<file path="src/rtl/counter_pkg.sv">
// Shared definitions for the counter poller: FSM state encoding and default widths.
package counter_pkg;

    localparam int unsigned DEF_DATA_WIDTH = 8;
    localparam int unsigned DEF_NUM_CNT    = 4;
    localparam int unsigned DEF_IDX_WIDTH  = 2;
    localparam int unsigned DEF_TIMEOUT    = 16;

    localparam int unsigned STATE_W = 3;

    typedef logic [STATE_W-1:0] state_t;

    localparam state_t ST_IDLE = 3'd0;
    localparam state_t ST_REQ  = 3'd1;
    localparam state_t ST_GAP  = 3'd2;
    localparam state_t ST_DONE = 3'd3;
    localparam state_t ST_ERR  = 3'd4;

    // A sweep is in progress while requesting or in the inter-request gap.
    function automatic logic is_busy_state(input state_t s);
        return (s == ST_REQ) || (s == ST_GAP);
    endfunction

endpackage

</file>
<file path="src/rtl/counter_snapshot_rf.sv">
// Snapshot register file: one entry per polled counter, sync write, async read.
module counter_snapshot_rf
    import counter_pkg::*;
#(
    parameter int unsigned DATA_WIDTH = DEF_DATA_WIDTH,
    parameter int unsigned NUM_CNT    = DEF_NUM_CNT,
    parameter int unsigned IDX_WIDTH  = DEF_IDX_WIDTH
) (
    input  logic                  clk,
    input  logic                  reset,
    input  logic                  we,
    input  logic [IDX_WIDTH-1:0]  waddr,
    input  logic [DATA_WIDTH-1:0] wdata,
    input  logic [IDX_WIDTH-1:0]  rd_sel,
    output logic [DATA_WIDTH-1:0] rd_data
);

    logic [DATA_WIDTH-1:0] mem_q [NUM_CNT];
    logic [DATA_WIDTH-1:0] mem_d [NUM_CNT];

    // Next-entry values: only the addressed entry takes the write data.
    always_comb begin
        for (int unsigned i = 0; i < NUM_CNT; i++) begin
            mem_d[i] = mem_q[i];
            if (we && (waddr == IDX_WIDTH'(i))) begin
                mem_d[i] = wdata;
            end
        end
    end

    // Entry storage, cleared on reset.
    always_ff @(posedge clk) begin
        if (reset) begin
            for (int unsigned i = 0; i < NUM_CNT; i++) begin
                mem_q[i] <= '0;
            end
        end else begin
            for (int unsigned i = 0; i < NUM_CNT; i++) begin
                mem_q[i] <= mem_d[i];
            end
        end
    end

    // Read mux; selects beyond the last entry read as zero.
    always_comb begin
        rd_data = '0;
        for (int unsigned i = 0; i < NUM_CNT; i++) begin
            if (rd_sel == IDX_WIDTH'(i)) begin
                rd_data = mem_q[i];
            end
        end
    end

endmodule

</file>
<file path="src/rtl/counter_poller.sv">
// Requester side of the counter read interface: sweeps all indices, snapshots
// each answered count and keeps a running total, aborting an index on timeout.
module counter_poller
    import counter_pkg::*;
#(
    parameter int unsigned DATA_WIDTH = DEF_DATA_WIDTH,
    parameter int unsigned NUM_CNT    = DEF_NUM_CNT,
    parameter int unsigned IDX_WIDTH  = DEF_IDX_WIDTH,
    parameter int unsigned TIMEOUT    = DEF_TIMEOUT
) (
    input  logic                            clk,
    input  logic                            reset,
    input  logic                            start,
    input  logic                            valid_cont,
    input  logic [DATA_WIDTH-1:0]           data_cont,
    output logic                            req,
    output logic [IDX_WIDTH-1:0]            idx,
    output logic                            busy,
    output logic                            done,
    output logic                            timeout_err,
    input  logic [IDX_WIDTH-1:0]            rd_sel,
    output logic [DATA_WIDTH-1:0]           rd_data,
    output logic [DATA_WIDTH+IDX_WIDTH-1:0] total
);

    localparam int unsigned TOT_W = DATA_WIDTH + IDX_WIDTH;
    localparam int unsigned TMR_W = $clog2(TIMEOUT);

    localparam logic [IDX_WIDTH-1:0] LAST_IDX = IDX_WIDTH'(NUM_CNT - 1);
    localparam logic [TMR_W-1:0]     TMR_LAST = TMR_W'(TIMEOUT - 1);

    state_t               state_q, state_d;
    logic [IDX_WIDTH-1:0] idx_q, idx_d;
    logic [TOT_W-1:0]     total_q, total_d;
    logic [TMR_W-1:0]     timer_q, timer_d;
    logic                 err_q, err_d;
    logic                 req_q, busy_q, done_q;
    logic                 snap_we;

    // Next-state, datapath updates and snapshot write strobe.
    always_comb begin
        state_d = state_q;
        idx_d   = idx_q;
        total_d = total_q;
        timer_d = timer_q;
        err_d   = err_q;
        snap_we = 1'b0;

        case (state_q)
            ST_IDLE: begin
                if (start) begin
                    state_d = ST_REQ;
                    idx_d   = '0;
                    total_d = '0;
                    timer_d = '0;
                    err_d   = 1'b0;
                end
            end

            ST_REQ: begin
                if (valid_cont) begin
                    snap_we = 1'b1;
                    total_d = total_q + TOT_W'(data_cont);
                    timer_d = '0;
                    if (idx_q == LAST_IDX) begin
                        state_d = ST_DONE;
                    end else begin
                        idx_d   = idx_q + IDX_WIDTH'(1);
                        state_d = ST_GAP;
                    end
                end else if (timer_q == TMR_LAST) begin
                    // Flag the abort together with the ERR cycle's done pulse.
                    timer_d = '0;
                    err_d   = 1'b1;
                    state_d = ST_ERR;
                end else begin
                    timer_d = timer_q + TMR_W'(1);
                end
            end

            // One cycle with req low so the responder sees a fresh request.
            ST_GAP:  state_d = ST_REQ;

            ST_DONE: state_d = ST_IDLE;

            ST_ERR:  state_d = ST_IDLE;

            default: state_d = ST_IDLE;
        endcase
    end

    // State, datapath and registered handshake outputs.
    always_ff @(posedge clk) begin
        if (reset) begin
            state_q <= ST_IDLE;
            idx_q   <= '0;
            total_q <= '0;
            timer_q <= '0;
            err_q   <= 1'b0;
            req_q   <= 1'b0;
            busy_q  <= 1'b0;
            done_q  <= 1'b0;
        end else begin
            state_q <= state_d;
            idx_q   <= idx_d;
            total_q <= total_d;
            timer_q <= timer_d;
            err_q   <= err_d;
            req_q   <= (state_d == ST_REQ);
            busy_q  <= is_busy_state(state_d);
            done_q  <= (state_d == ST_DONE) || (state_d == ST_ERR);
        end
    end

    counter_snapshot_rf #(
        .DATA_WIDTH (DATA_WIDTH),
        .NUM_CNT    (NUM_CNT),
        .IDX_WIDTH  (IDX_WIDTH)
    ) u_snapshot (
        .clk     (clk),
        .reset   (reset),
        .we      (snap_we),
        .waddr   (idx_q),
        .wdata   (data_cont),
        .rd_sel  (rd_sel),
        .rd_data (rd_data)
    );

    assign req         = req_q;
    assign idx         = idx_q;
    assign busy        = busy_q;
    assign done        = done_q;
    assign timeout_err = err_q;
    assign total       = total_q;

endmodule
</file>
<file path="config.mk">
export PLATFORM = sky130hd
export DESIGN_NAME = counter_poller
export DESIGN_NICKNAME = d
export VERILOG_FILES = /design/src/rtl/counter_pkg.sv /design/src/rtl/counter_snapshot_rf.sv /design/src/rtl/counter_poller.sv
export SDC_FILE = /design/constraint.sdc
export NUM_CORES = 1
export LEC_CHECK = 0
export ABC_AREA = 1
export CORE_MARGIN = 5
export CORE_UTILIZATION = 28
export CTS_CLUSTER_DIAMETER = 80
export DETAILED_ROUTE_END_ITERATION = 7
export REMOVE_ABC_BUFFERS = 1
export SYNTH_ARGS = -nofsm -noshare
export SYNTH_HDL_FRONTEND = slang
export SYNTH_SLANG_ARGS = --single-unit
</file>
<file path="constraint.sdc">
create_clock -name clk -period 2.3 [get_ports clk]
set_input_delay 0.345 -clock clk [delete_from_list [all_inputs] [get_ports clk]]
set_output_delay 0.345 -clock clk [all_outputs]
set_load 0.01 [all_outputs]
</file>
==> results_dict.tcl, run 1 <==
set metrics [dict create \
    pwr-share-clk_pct 34.7 \
    layout.nets 451 \
    path_max_fanout 8 \
    p_switching_mw 0.529 \
    htreeDepth 2 \
    cts_hold_buf 0 \
    ys_warn_count 0 \
    dieArea_mm2 0.0121 \
    final_cell_mix "68 x nand2_1, 55 x dfxtp_1, 52 x a21oi_1" \
    drive_above_1_share_pct 11.1 \
    cts.sinks 55 \
    post-route-period-util_pct 93.9 \
    cap_viol_max_count 0 \
    hpwl_um 5180 \
    crit_arrival_ns 1.81 \
    coreArea_mm2 0.00973 \
    dpl.cell_count 548 \
    tightest_slew_ns 0.369 \
    grt_pass1_vias 2358 \
    synth_area_mm2 0.00279 \
    fin_cells 557 \
    final_common_cell "nand2_1" \
    grt_max_degree 25 \
    grtUsageTotal_pct 11.9 \
    leakage_nw 1.49 \
    internal-power_mw 1.46 \
    drc_errors 0 \
    timing.critical_path.to "rd_data[7]" \
    p_seq_share_pct 50.0 \
    place.gp.congestion 0.817 \
    comb_power_share_pct 15.3 \
    area_growth_syn_to_layout_pct 24.9 \
    fmax_mhz 463 \
    antenna_cells 0 \
    cts_tree "done" \
    vias 2510 \
    crit_path_end_kind "output port" \
    dr.pass1.iters 4 \
    die_y_um 110 \
    timing.final.ws_setup_ns 0.141 \
    synth.distinct_cells 32 \
    worst_ep_required_time_ns 1.96 \
    crit_type "primary input to output port" \
    initial_utilization_pct 28.7 \
    antenna_left 0 \
    routedWlPerCell_um 12.3 \
    crit_path_start "rd_sel[1]" \
    rsz0062_at_grt "no" \
    ios 38 \
    ys_ff_latch 55 \
    synth_cells 376 \
    final_hold_viol_count 0 \
    vias_per_cell 4.51 \
    io_buffers 37 \
    start_kind "primary input" \
    cts_buffers 5 \
    hold_path.class "flop to flop" \
    skew_ns 0.00739 \
    setup_violations 0 \
    worstSkewPairLatency_ns 0.31 \
    root_buffer "clkbuf_8" \
    dp_slack_ns -0.117 \
    finalMaxSlewViolations 0 \
    rrSetupSlack_ns 0.55 \
    clk_pin_slew_worst_paths_ns 0.10 \
    vdd_drop_max_uv 265 \
    finalCriticalPeriod_ns 2.16 \
    relSlewSlack_pct 75.1 \
    antenna_found_initial 0 \
    r2r_cells 11 \
    hold_ws_ns 0.448 \
    core.rowCount 36 \
    swShare_pct 26.6 \
    ys_seq_area_share_pct 39.5 \
    syn_area_per_cell_um2 7.42 \
    total_power_mw 1.99 \
    clockBufferDepth 2 \
    rr_startpoint "total[0]" \
    status "complete, no violations" \
    grt_overflow 0 \
    rr_endpoint "total[8]" \
    totalWireLength_um 6860 \
    power_density_mw_per_mm2 572 \
    grt_pass1_wl_um 11400 \
    die_w_um 110 \
    drt_iter0_drc 81 \
]
[worst max-delay path: stages]
cell and delay [ns]:
clkdlybuf4s50_1 0.45, inv_1 0.13, nor2_1 0.05, buf_4 0.17
a221oi_1 0.23, o21ai_0 0.13, dlygate4sd2_1 0.30
[Yosys cell counts]
| cell type | count | area share (%) |
|---|---|---|
| inv_1 | 51 | 6.9 |
| nor2_1 | 19 | 2.6 |
| a21boi_0 | 1 | 0.27 |
| or2_2 | 2 | 0.45 |
| a21oi_2 | 1 | 0.31 |
| a221oi_1 | 2 | 0.63 |
| buf_2 | 1 | 0.18 |
| nor3_1 | 3 | 0.54 |
| nor2_2 | 3 | 0.67 |
| buf_6 | 5 | 2.0 |
| ha_1 | 13 | 5.8 |
| nand3_2 | 3 | 1.1 |
| o21ai_0 | 31 | 5.6 |
| a21oi_1 | 52 | 9.3 |
| clkbuf_1 | 5 | 0.67 |
| nor2_8 | 1 | 0.72 |
| nand2_2 | 1 | 0.22 |
| dfxtp_1 | 55 | 39 |
| inv_2 | 4 | 0.54 |
| nand3b_1 | 3 | 0.81 |
| a31oi_1 | 1 | 0.22 |
| nand2_4 | 4 | 1.6 |
| o22ai_1 | 6 | 1.3 |
| nand4_1 | 2 | 0.45 |
| o21ai_2 | 1 | 0.31 |
| nand2_1 | 69 | 9.3 |
| nor2_4 | 2 | 0.81 |
| xnor2_1 | 2 | 0.63 |
| nand3_1 | 27 | 4.8 |
| o21ai_1 | 4 | 0.72 |
| fa_1 | 1 | 0.72 |
| o32ai_1 | 1 | 0.31 |
[registers in the layout, indices dropped and copies added, names as in the netlist]
register / count
busy: 1
done: 1
idx: 2
req: 1
state_q: 3
timeout_err: 1
timer_q: 4
total: 10
u_snapshot.mem_q: 32
[kinds of logic after synthesis]
kind of cell,Yosys count,synth area share [%]
flip-flops,55,39.5
AO/OA/AOI/OAI,100,19.0
buffers and inverters,66,10.3
adder cells (fa/ha/maj),14,6.55
AND/OR/NAND/NOR,139,24.0
XOR/XNOR,2,0.628
[metal layers]
metal	share of wire [%]	routed length, µm	track usage, %
met1	50	3410	16.7
met2	44	3050	18.7
met3	5.0	341	2.29
met4	0.80	55	2.67
met5	0	0	0
[worst min-delay path by stage]
| stage | cells after the start | end | from | slack (ns) |
|---|---|---|---|---|
| floorplan | 1 | done | reset | 0.41 |
| global placement | 2 | u_snapshot.mem_q[3][0] | u_snapshot.mem_q[3][0] | 0.44 |
| detailed placement | 2 | u_snapshot.mem_q[3][0] | u_snapshot.mem_q[3][0] | 0.44 |
| CTS | 2 | u_snapshot.mem_q[3][0] | u_snapshot.mem_q[3][0] | 0.45 |
| global route | 2 | u_snapshot.mem_q[1][0] | u_snapshot.mem_q[1][0] | 0.48 |
| finish | 2 | u_snapshot.mem_q[3][0] | u_snapshot.mem_q[3][0] | 0.45 |
[area by class of cell]
| cell class | count | area [µm²] |
|---|---|---|
| fill | 1055 | 6250 |
| multi-input combinational | 255 | 1410 |
| clock inverter | 2 | 38.8 |
| tap | 133 | 166 |
| inverter | 55 | 206 |
| clock buffer | 6 | 82.6 |
| timing repair buffer | 51 | 475 |
| sequential | 55 | 1100 |
[metrics by stage]
stage	util, %	setup TNS, ns	instance area, µm²
4_1_cts	35.6	0	3460
3_5_place_dp	34.4	-0.586	3340
6_report	35.8	0	3480
5_1_grt	35.8	0	3480
3_3_place_gp	34.4	-0.267	3340
2_1_floorplan	-	0	2710
[power by group through the flow]
stage	logic, mW	registers, mW	clock network (mW)
final	0.305	0.995	0.692
after global routing	0.345	0.998	0.749
after CTS	0.307	0.995	0.713
after detailed placement	0.306	1.02	0
after global placement	0.303	1.02	0
after floorplan	0.169	1.02	0
[what timing repair did]
item,in CTS,in global routing
pin swaps,0,1
setup endpoints to repair,8,2
buffers inserted,0,1
gates resized for setup,9,4
Power figures use the tool's default switching activity.
==> run 2: changes to the inputs <==
--- a/config.mk
+++ b/config.mk
@@ -10,6 +10,7 @@
 export CORE_UTILIZATION = 28
 export CTS_CLUSTER_DIAMETER = 80
 export DETAILED_ROUTE_END_ITERATION = 7
+export HOLD_SLACK_MARGIN = 0.15
 export REMOVE_ABC_BUFFERS = 1
 export SYNTH_ARGS = -nofsm -noshare
 export SYNTH_HDL_FRONTEND = slang
==> results of run 2 <==
Final layout, timing and power as in run 1 (identical DEF).
